--- src/rtl/pulse_count_datapath_if.sv ---
// Bus bundle for pulse_count_datapath: count requests, capture strobe, mode select and captured results.
interface pulse_count_datapath_if #(
  parameter int WIDTH    = 5,
  parameter int CHANNELS = 4
);
  logic [CHANNELS-1:0]       INC;
  logic                      LOAD;
  logic                      SAT_MODE;
  logic [CHANNELS*WIDTH-1:0] OUT_REG;
  logic [CHANNELS-1:0]       OVF_REG;
  logic                      LOAD_VALID;

  modport master (
    output INC, LOAD, SAT_MODE,
    input  OUT_REG, OVF_REG, LOAD_VALID
  );

  modport slave (
    input  INC, LOAD, SAT_MODE,
    output OUT_REG, OVF_REG, LOAD_VALID
  );
endinterface

--- src/rtl/pulse_count_datapath.sv ---
// Per-channel pulse counters with wrap/saturate, sticky overflow and LOAD-triggered capture.
// Macro PULSE_EDGE_EN: count rising edges of INC instead of high levels.
module pulse_count_datapath #(
  parameter int WIDTH    = 5,
  parameter int CHANNELS = 4
) (
  input logic                    SYS_CLK,
  input logic                    SCLR,
  pulse_count_datapath_if.slave  bus
);

  localparam logic [WIDTH-1:0] CNT_MAX = '1;

  logic [WIDTH-1:0]          cnt_q    [CHANNELS];
  logic [WIDTH-1:0]          cnt_d    [CHANNELS];
  logic [CHANNELS-1:0]       sticky_q, sticky_d;
  logic [CHANNELS*WIDTH-1:0] out_q, out_d;
  logic [CHANNELS-1:0]       ovf_q, ovf_d;
  logic                      load_valid_q, load_valid_d;
  logic [CHANNELS-1:0]       ev;

  function automatic logic [WIDTH-1:0] bump(input logic [WIDTH-1:0] c, input logic sat);
    if (c == CNT_MAX) return sat ? CNT_MAX : '0;
    return c + WIDTH'(1);
  endfunction

`ifdef PULSE_EDGE_EN
  logic [CHANNELS-1:0] inc_hist_q;

  always_ff @(posedge SYS_CLK) begin
    if (SCLR) inc_hist_q <= '0;
    else      inc_hist_q <= bus.INC;
  end

  assign ev = bus.INC & ~inc_hist_q;
`else
  assign ev = bus.INC;
`endif

  always_comb begin
    out_d        = out_q;
    ovf_d        = ovf_q;
    sticky_d     = sticky_q;
    load_valid_d = bus.LOAD;
    for (int i = 0; i < CHANNELS; i++) begin
      cnt_d[i] = cnt_q[i];
      if (bus.LOAD) begin
        // Events coincident with LOAD open the new interval.
        out_d[i*WIDTH +: WIDTH] = cnt_q[i];
        ovf_d[i]                = sticky_q[i];
        cnt_d[i]                = ev[i] ? WIDTH'(1) : '0;
        sticky_d[i]             = 1'b0;
      end else if (ev[i]) begin
        cnt_d[i] = bump(cnt_q[i], bus.SAT_MODE);
        if (cnt_q[i] == CNT_MAX) sticky_d[i] = 1'b1;
      end
    end
  end

  always_ff @(posedge SYS_CLK) begin
    if (SCLR) begin
      for (int i = 0; i < CHANNELS; i++) cnt_q[i] <= '0;
      sticky_q     <= '0;
      out_q        <= '0;
      ovf_q        <= '0;
      load_valid_q <= 1'b0;
    end else begin
      for (int i = 0; i < CHANNELS; i++) cnt_q[i] <= cnt_d[i];
      sticky_q     <= sticky_d;
      out_q        <= out_d;
      ovf_q        <= ovf_d;
      load_valid_q <= load_valid_d;
    end
  end

  assign bus.OUT_REG    = out_q;
  assign bus.OVF_REG    = ovf_q;
  assign bus.LOAD_VALID = load_valid_q;

endmodule

--- src/flat_wrapper.sv ---
// flat-port wrapper written by rule: the top's interface ports become plain ports
module pulse_count_datapath_flat 
#(
  parameter int WIDTH    = 5,
  parameter int CHANNELS = 4
)
  (SYS_CLK, SCLR, bus_INC, bus_LOAD, bus_SAT_MODE, bus_OUT_REG, bus_OVF_REG, bus_LOAD_VALID);
  pulse_count_datapath_if #(.WIDTH(WIDTH), .CHANNELS(CHANNELS)) bus_i ();
  input logic SYS_CLK;
  input logic SCLR;
  input wire logic [$bits(bus_i.INC)-1:0] bus_INC;
  input wire logic [$bits(bus_i.LOAD)-1:0] bus_LOAD;
  input wire logic [$bits(bus_i.SAT_MODE)-1:0] bus_SAT_MODE;
  output wire logic [$bits(bus_i.OUT_REG)-1:0] bus_OUT_REG;
  output wire logic [$bits(bus_i.OVF_REG)-1:0] bus_OVF_REG;
  output wire logic [$bits(bus_i.LOAD_VALID)-1:0] bus_LOAD_VALID;
  assign bus_i.INC = bus_INC;
  assign bus_i.LOAD = bus_LOAD;
  assign bus_i.SAT_MODE = bus_SAT_MODE;
  assign bus_OUT_REG = bus_i.OUT_REG;
  assign bus_OVF_REG = bus_i.OVF_REG;
  assign bus_LOAD_VALID = bus_i.LOAD_VALID;
  pulse_count_datapath #(.WIDTH(WIDTH), .CHANNELS(CHANNELS)) u_core (.SYS_CLK(SYS_CLK), .SCLR(SCLR), .bus(bus_i));
endmodule
--- config.mk ---
export PLATFORM = sky130hd
export DESIGN_NAME = pulse_count_datapath_flat
export DESIGN_NICKNAME = d
export VERILOG_FILES = /design/src/rtl/pulse_count_datapath_if.sv /design/src/rtl/pulse_count_datapath.sv /design/src/flat_wrapper.sv
export SDC_FILE = /design/constraint.sdc
export NUM_CORES = 1
export LEC_CHECK = 0
export ABC_AREA = 1
export CAP_MARGIN = 20
export CORE_MARGIN = 5
export CORE_UTILIZATION = 55
export DETAILED_ROUTE_END_ITERATION = 8
export GPL_ROUTABILITY_DRIVEN = 0
export PLACE_DENSITY = 0.82
export SETUP_SLACK_MARGIN = 0.2
export SLEW_MARGIN = 20
export SYNTH_ARGS = -nofsm -noshare
export SYNTH_HDL_FRONTEND = slang
export SYNTH_SLANG_ARGS = --single-unit
--- constraint.sdc ---
create_clock -name SYS_CLK -period 4.45 [get_ports SYS_CLK]
set_clock_uncertainty 0.05 [all_clocks]
set_input_delay 0.89 -clock SYS_CLK [delete_from_list [all_inputs] [get_ports SYS_CLK]]
set_output_delay 0.89 -clock SYS_CLK [all_outputs]
set_load 0.005 [all_outputs]
# After elaboration in Yosys (flattened, before gate mapping)
# Memory sizes are Yosys's and may differ from the RTL's.
# Cells that the tools add are included.
[classes]
addsub = 4
n_mul = 0
n_div = 0
n_lt_le_gt_ge = 0
eq_ne = 4
shifts = 0
n_mux = 40
n_bitwise = 4
reduce_logical = 5
[ops]
columns = ["operator", "n"]
rows = [
  ["5-bit two-way mux", 21],
  ["5-bit by 1-bit adder with 5-bit output (second input constant)", 4],
  ["5-bit equality test (second input constant)", 4],
  ["1-bit two-way mux", 19],
  ["2-bit AND reduction", 4],
  ["1-bit bitwise OR", 4],
  ["2-bit OR reduction", 1],
]
[word_totals]
ff_bits = 29
latch_bits = 0
ramBits = 20
mem_bits_ro = 0
input_bits = 8
n_memories = 1
[mem_list]
columns = ["name", "depth", "word_bits", "read_ports", "rd_ports_with_merged_regs", "wr", "line", "text"]
rows = [
  ["u_core.cnt_q", 4, 5, 4, 0, 4, "pulse_count_datapath.sv:14", "logic [WIDTH-1:0] cnt_q [CHANNELS];"],
]

# Logic depth before layout (Yosys ltp)
# Gate-level depths: netlist (run 1).
# An unclocked memory read counts as a cell.
[depth]
ltp_word = 9
ltp_mapped = 8
ltp_nobuf = 8

# Worst setup path after synthesis (run 1)
# OpenSTA, ideal clock, no wires.
[synth_timing]
path_kind = "input to register"
from = "in bus_LOAD"
to = "reg u_core.ovf_q[0], in the netlist u_core.bus.OVF_REG[0]"
t_arrival_ns = 1.465
required_ns = 4.283
path_slack_ns = 2.818
stages = 5
n_path_buf = 2
path_cell_list = "buf_6 nand2_1 inv_2 buf_2 a22o_1"
[synth_rtl]
columns = ["element", "line", "text"]
rows = [
  ["start: declaration", "flat_wrapper.sv:12", "input wire logic [$bits(bus_i.LOAD)-1:0] bus_LOAD;"],
  ["end signal: assignment", "pulse_count_datapath.sv:71", "ovf_q <= ovf_d;"],
  ["end: declaration", "pulse_count_datapath.sv:18", "logic [CHANNELS-1:0] ovf_q, ovf_d;"],
]

==> results of run 1 <==
[stage by stage]
stage                     setup slack (ns)  utilization  hold slack, ns  total power, mW  instance area [µm²]
after floorplan                       2.82            -           0.387            0.508                 1940
after global placement                1.75        0.670           0.395            0.532                 2250
after detailed placement              1.67        0.670           0.402            0.533                 2250
after CTS                             2.06        0.687           0.435            0.732                 2310
after global routing                  1.92        0.687           0.447            0.761                 2310
final                                 2.07        0.687           0.427            0.728                 2310
[Yosys cell counts]
| cell type | number | area share |
|---|---|---|
| o21ai_1 | 13 | 0.034 |
| dfxtp_1 | 49 | 0.51 |
| o21ai_0 | 24 | 0.062 |
| buf_4 | 2 | 0.0078 |
| buf_6 | 3 | 0.017 |
| ha_1 | 8 | 0.052 |
| nand2_1 | 36 | 0.070 |
| nand3_1 | 8 | 0.021 |
| nor2_1 | 4 | 0.0078 |
| inv_1 | 24 | 0.047 |
| xor2_1 | 1 | 0.0045 |
| buf_2 | 2 | 0.0052 |
| nand4_1 | 4 | 0.013 |
| nor2_4 | 1 | 0.0058 |
| inv_2 | 2 | 0.0039 |
| a21oi_1 | 31 | 0.080 |
| a22o_1 | 14 | 0.063 |
[sequential cells by signal, indices dropped and copies added, names as in the netlist]
signal / flops
u_core.bus.LOAD_VALID: 1
u_core.bus.OUT_REG: 20
u_core.sticky_q: 4
u_core.bus.OVF_REG: 4
u_core.cnt_q: 20
[worst max-delay path by stage]
stage / slack (ns) / end / cells past startpoint / startpoint
after floorplan: 2.82 / u_core.bus.OVF_REG[0] / 5 / bus_LOAD
after global placement: 1.75 / u_core.cnt_q[2][4] / 4 / bus_LOAD
after detailed placement: 1.67 / u_core.cnt_q[2][2] / 4 / bus_LOAD
after CTS: 2.06 / u_core.cnt_q[2][2] / 4 / bus_LOAD
after global routing: 1.92 / u_core.cnt_q[2][2] / 4 / bus_LOAD
final: 2.07 / u_core.cnt_q[2][2] / 4 / bus_LOAD
[placed cells by master, fill, tap and decap left out, drive strengths merged, types with 4 or more instances in the layout]
master          n
ha              8
nand4           4
a21oi          31
clkdlybuf4s50  32
nand2          36
dfxtp          49
inv            26
nor2            5
o21ai          37
nand3           8
a22o           14
clkbuf          7
[power by group through the flow]
stage | Clock (mW) | Combinational [mW] | Sequential, mW
finish | 0.205 | 0.0608 | 0.463
global route | 0.227 | 0.0687 | 0.465
CTS | 0.208 | 0.0613 | 0.463
detailed placement | 0 | 0.0611 | 0.472
global placement | 0 | 0.0596 | 0.472
floorplan | 0 | 0.0376 | 0.471
[area by class of cell]
class,instances,share of cell area
clock buffer,7,0.0238
inverter,26,0.0423
multi-input combinational,144,0.346
sequential,49,0.425
tap,46,0.0249
timing repair buffer,32,0.139
[layer usage]
layer / wire length [µm] / up-vias / GRT usage
li1: - / 839 / -
met2: 1730 / 37 / 0.264
met5: 0 / - / 0
met1: 1830 / 754 / 0.203
met4: 85 / 0 / 0.0846
met3: 156 / 7 / 0.0319
[worst min-delay path, stage by stage, from the launching register on]
cell	delay, ns
dfxtp_1	0.35
nand2_1	0.05
o21ai_0	0.05
[cell families after synthesis]
group / share of synthesized area
buf+inv: 0.0808
fa+ha+maj: 0.0517
xor+xnor: 0.00453
simple gates: 0.117
flops: 0.507
compound gates: 0.239
==> flow_summary.ini, run 1 <==
[timing]
relSlewSlack = 0.426
tns_ns = 0
setup_viol = 0
fin_crit_ns = 2.38
hold_viol = 0
fin_crit_sh = 0.535
rsz0062_at_grt = no
drv_slew = 0
tightest_slew_ns = 0.859
max_freq_mhz = 420

[cts]
cts_sinks = 49
clkSlewWorstSetupHoldPaths_ns = 0.13
cts_hold_buf = 0
insertion_delay_ns = 0.36
clock_path_buffers = 2
root_buffer = clkbuf_4
cts_tree = built
cts_buffers = 5
cts-resized-gates = 0
postCtsSetupRepairBufs = 0
htreeDepth = 2

[job]
cap_violations = 0

[detailed_routing]
ant_nets = 0
drc = 0
vias = 1637
firstDrtPassIters = 4
drtIter0Drc = 160
wl_um = 3800
vias_per_cell = 5.38
routedWlPerCell_um = 12.5

[synth]
seq_area_frac_synth = 0.507
synth_cell_types = 17
synthesis.area_um2 = 1940
synthCells = 226
ys_warn_count = 0
synth-seq-cells = 49
syn_area_per_cell_um2 = 8.56
syn_nets = 242

[critical_path]
critPathTopFamily = simple AND/OR/NAND/NOR gates
startpoint_type = primary input
arrival_ns = 2.63
r2r_start = u_core.cnt_q[3][1]
path_buf_inv = 1
critical_path.max_stage_delay_ns = 0.76
crit_type = primary input to flip-flop
cp_slowest_cell = nor2_4
worst_r2r_endpoint = u_core.cnt_q[3][3]
cp.required_ns = 4.70
regToRegSetupSlack_ns = 2.81
endpoint_kind = flip-flop
path_cells = clkdlybuf4s50_1 > nor2_4 > o21ai_0 > a21oi_1
path_max_fanout = 44
reg2reg_depth = 6

[power]
combPwrFrac = 0.084
p_sw_frac = 0.240
power_frac_clock = 0.281
pwr-share-seq = 0.635
power.leakage_nw = 0.948
p_int_uw = 554
ir_drop_mv = 0.235
p_sw_uw = 175
p_per_area_nw_per_um2 = 315

[worst_hold_path]
hp-class = flip-flop to flip-flop
holdPathStages = 2
holdPathEnd = u_core.bus.OVF_REG[1]
hp-start = u_core.bus.OVF_REG[1]

[placed_design]
port_buffers = 32
dp.cells = 297
dpl.hpwl_um = 2630

[grt]
antenna_found_initial = 0
grt_pass1_wl_um = 6420
grt_max_degree = 45
globalRoute.totalOverflow = 0
grtUsageTotal = 0.162
grt_pass1_vias = 1465

[layout]
synthToLayoutAreaGrowth_pct = 19.3
fin_nets = 274
stdcell_count = 304
antenna_cells = 0
fillers = 302
layout-drive-gt1-share = 0.0349
register_area_um2 = 981
multi_input_area_um2 = 798

[floorplanning]
core_area_um2 = 3360
die_x_um = 69.3
dieArea_um2 = 4810
die_height_um = 69.3
pin_count = 33
start_util = 0.576
rows = 21

[run_status]
status = finished, final reports clean
(Power assumes the default switching activity.)
==> inputs of run 2 (changes only) <==
Settings changed: CORE_UTILIZATION 55 to 51, PLACE_DENSITY 0.82 to 0.77.
Clock period 4.45 ns to 2.2 ns, I/O delays scaled along.
==> run 2 against run 1 <==
  * Die area up 6.7%
  * Clock power increased to 2.8 times the previous value
  * Non-clock buffer count up 3
  * Critical endpoint is now bus_OUT_REG[15]
  * Worst hold slack worse by 0.014 ns
  * Routed wire length rose by 1.7%
  * Via count fell by 0.67%
  * Critical path depth is 3 lower
  * Core utilization fell by 3.3 points
  * Sequential share of layout area fell by 1.5 points
  * Cell count up 2.0%
==> flow_summary.ini, run 2 (synthesis gave the netlist of run 1 again) <==
[timing]
setup_viol = 0
hold_viol = 0
relSlewSlack = 0.723
tightest_slew_ns = 0.416
tns_ns = 0
max_freq_mhz = 602
drv_slew = 0
holdWs_ns = 0.413
fin_crit_sh = 0.755
fin_crit_ns = 1.66
rsz0062_at_grt = no

[critical_path]
endpoint_kind = output pin
startpoint_type = flip-flop
cp.required_ns = 1.71
critPathTopFamily = buffers and inverters
r2r_start = u_core.cnt_q[3][1]
worst_r2r_endpoint = u_core.cnt_q[3][2]
cp_slowest_cell = clkdlybuf4s50_1
critical_path.max_stage_delay_ns = 0.51
crit_type = flip-flop to output pin
path_max_fanout = 2
regToRegSetupSlack_ns = 0.59
path_cells = clkdlybuf4s50_1
reg2reg_depth = 6
path_buf_inv = 1
arrival_ns = 1.17
path_depth = 1

[grt]
grt_max_degree = 23
grt_pass1_wl_um = 6740
antenna_found_initial = 0
globalRoute.totalOverflow = 0
grt.met3_usage = 0.0561
grt-busiest-layer = met2
grt_use_met1 = 0.214
grtUsageMet2 = 0.254
grtUsageTotal = 0.165
grt_pass1_vias = 1517

[floorplanning]
dieArea_um2 = 5130
core_area_um2 = 3660
start_util = 0.529
die_x_um = 71.6
rows = 22
die_height_um = 71.6
pin_count = 33

[detailed_routing]
routedWlPerCell_um = 12.5
vias = 1626
drtIter0Drc = 156
firstDrtPassIters = 4
ant_nets = 0
wl_um = 3870
vias_per_cell = 5.25
drc = 0

[layout]
synthToLayoutAreaGrowth_pct = 23.7
fin_nets = 277
mostFrequentLayoutCell = dfxtp_1
layout-drive-gt1-share = 0.0534
antenna_cells = 0
layout_common_cells = 49 x dfxtp_1, 36 x nand2_1, 32 x clkdlybuf4s50_1
fillers = 317

[worst_hold_path]
hp-class = flip-flop to flip-flop
holdPathEnd = u_core.bus.OVF_REG[1]
hp-start = u_core.bus.OVF_REG[1]
holdPathStages = 2

[power]
p_per_area_nw_per_um2 = 685
power.leakage_nw = 0.989
ir_drop_mv = 0.436

[cts]
cts_hold_buf = 0
htreeDepth = 2
insertion_delay_ns = 0.30
clkSlewWorstSetupHoldPaths_ns = 0.09
postCtsSetupRepairBufs = 0
cts-resized-gates = 0
cts_tree = built
cts_buffers = 5
root_buffer = clkbuf_8
clock_path_buffers = 2
cts_sinks = 49

[run_status]
status = finished, final reports clean

[job]
cap_violations = 0

[placed_design]
port_buffers = 32
dpl.hpwl_um = 2730
## run 2: changes by cell type in the layout (fill, tap and decap cells not counted), sizes merged
cell,change
buf,+3
clkinv,+1
## run 2: per-stage QoR
stage	util	worst slack, ns	instances	power (mW)	cell area [µm²]
3_5_place_dp	0.626	0.266	302	1.09	2290
4_1_cts	0.654	0.520	310	1.66	2390
2_1_floorplan	-	0.811	226	1.03	1940
3_3_place_gp	0.626	0.325	302	1.08	2290
6_report	0.654	0.540	310	1.64	2390
5_1_grt	0.654	0.431	310	1.72	2390
## run 2: final cells by class
type	count	area, µm²	area share
clock inverters	1	5.00	0.00209
multi-input cells	144	798	0.334
repair buffers	35	355	0.148
clock buffers	7	96.3	0.0403
well taps	48	60.1	0.0251
flip-flops and latches	49	981	0.410
inverters	26	97.6	0.0408
## run 2: metal layers
layer  routed length (µm)  vias to the layer above
met3                  194                        6
met1                 1810                      742
met2                 1810                       26
met5                    0                        -
li1                     -                      852
met4                   51                        0
## run 2: worst max-delay path by stage
stage	to	from
after floorplan	u_core.cnt_q[3][2]	u_core.cnt_q[3][0]
after global placement	u_core.cnt_q[3][1]	bus_LOAD
after detailed placement	u_core.cnt_q[1][4]	bus_LOAD
after CTS	bus_OUT_REG[15]	u_core.bus.OUT_REG[15]
after global routing	u_core.cnt_q[3][2]	bus_LOAD
final	bus_OUT_REG[15]	u_core.bus.OUT_REG[15]
## run 2: power breakdown
group	switching (mW)	total, mW	internal (mW)
sequential	0.0233	0.936	0.912
clock	0.288	0.572	0.284
combinational	0.0699	0.130	0.0605
total	0.381	1.64	1.26
==> inputs of run 3 (changes only) <==
Settings changed: CORE_UTILIZATION 51 to 46, PLACE_DENSITY 0.77 to 0.74.
Clock period 2.2 ns to 1.48 ns, I/O delays scaled along.
==> run 3 against run 2 <==
  * Routed wire length up 20%
  * First-iteration DRC count down 35%
  * Cell count up 7.1%
  * Flip-flop and latch count unchanged
  * Clock power up 38%
  * Register-to-register slack worse by 0.43 ns
  * Worst hold slack worse by 0.014 ns
  * Largest power group unchanged
  * Via count up 6.3%
==> flow_summary.ini, run 3 (synthesis gave the netlist of run 1 again) <==
[floorplanning]
rows = 23
pin_count = 33
core_area_um2 = 4030
die_x_um = 74.9
dieArea_um2 = 5600
start_util = 0.480
die_height_um = 74.9

[layout]
mostFrequentLayoutCell = nand2_1
antenna_cells = 0
post-route-util = 0.702
fin_nets = 298
layout-drive-gt1-share = 0.372
synthToLayoutAreaGrowth_pct = 46.2
layout_common_cells = 33 x nand2_1, 25 x dlygate4sd2_1, 24 x dfxtp_2
stdcell_count = 332

[detailed_routing]
vias_per_cell = 5.21
routedWlPerCell_um = 14.0
drc = 0
drtIter0Drc = 101
ant_nets = 0
wl_um = 4660
vias = 1729
firstDrtPassIters = 4

[power]
p_total_mw = 2.45
power.leakage_nw = 1.26
p_per_area_nw_per_um2 = 866
ir_drop_mv = 0.454

[grt]
grtUsageTotal = 0.179
globalRoute.totalOverflow = 0
grt_max_degree = 24
grt_pass1_vias = 1683
grt_pass1_wl_um = 7650
antenna_found_initial = 0

[critical_path]
crit_type = flip-flop to flip-flop
path_max_fanout = 5
arrival_ns = 1.45
startpoint_type = flip-flop
cp.required_ns = 1.61
endpoint_kind = flip-flop

[cts]
htreeDepth = 2
cts_buffers = 5
cts_hold_buf = 0
root_buffer = clkbuf_8
cts_tree = built
insertion_delay_ns = 0.30
clock_path_buffers = 2
clkSlewWorstSetupHoldPaths_ns = 0.08
cts_sinks = 49

[timing]
finalWorstSetupSlack_ns = 0.159
fin_crit_ns = 1.32
setup_viol = 0
hold_viol = 0
fin_crit_sh = 0.892
relSlewSlack = 0.697
tightest_slew_ns = 0.453
tns_ns = 0
drv_slew = 0
rsz0062_at_grt = yes
max_freq_mhz = 757

[placed_design]
dp_slack_ns = -0.0805
dpl.hpwl_um = 3040
port_buffers = 32
dp.cells = 312

[job]
cap_violations = 0

[worst_hold_path]
hp-class = flip-flop to flip-flop

[run_status]
status = finished, final reports clean
## run 3: cell count changes in the layout (fill, tap and decap cells not counted), sizes merged
cell	before	now
clkinv	1	0
dlygate4sd2	0	25
clkdlybuf4s50	32	6
buf	3	24
dlymetal6s2s	0	1
## run 3: path summary, 6_finish.rpt
check,from,to,slack [ns],depth (start not counted)
max,u_core.cnt_q[0][1],u_core.cnt_q[0][0],0.16,6
min,u_core.bus.OUT_REG[5],u_core.bus.OUT_REG[5],0.40,2
min reg2reg,u_core.bus.OUT_REG[5],u_core.bus.OUT_REG[5],0.40,2
max reg2reg,u_core.cnt_q[0][1],u_core.cnt_q[0][0],0.16,6
## run 3: layout make-up
| class | instances | area [µm²] |
|---|---|---|
| Tap cell | 50 | 62.6 |
| Fill cell | 320 | 1200 |
| Timing Repair Buffer | 56 | 484 |
| Multi-Input combinational cell | 144 | 1050 |
| Sequential cell | 49 | 1040 |
| Clock buffer | 7 | 86.3 |
| Inverter | 26 | 110 |
## run 3: metal layers
layer / global-route usage / up-vias / share of wire
met5: 0 / - / 0
met4: 0.0771 / 0 / 0.019
met3: 0.0320 / 9 / 0.042
met2: 0.295 / 38 / 0.48
met1: 0.229 / 796 / 0.46
li1: - / 886 / -
## run 3: power breakdown
part           total [mW]  internal [mW]  switching, mW
Sequential           1.39           1.35         0.0360
Combinational       0.270          0.126          0.144
Clock               0.791          0.371          0.420
Total                2.45           1.85          0.599
## run 3: timing repair
item	4_1_cts	5_1_grt
setup endpoints to repair	47	26
resized for setup	73	36
pin swaps	22	20
setup buffers	11	2
## run 3: metrics by stage
stage / hold slack, ns / area, µm²
2_1_floorplan: 0.387 / 2010
3_3_place_gp: 0.393 / 2430
3_5_place_dp: 0.399 / 2430
4_1_cts: 0.404 / 2680
5_1_grt: 0.437 / 2830
6_report: 0.399 / 2830
## run 3: critical path: stages, from the launching register on
cell	delay, ns
dfxtp_4	0.36
ha_4	0.16
nand2_2	0.06
nor2_2	0.04
ha_4	0.19
a21oi_4	0.26
a21oi_1	0.09
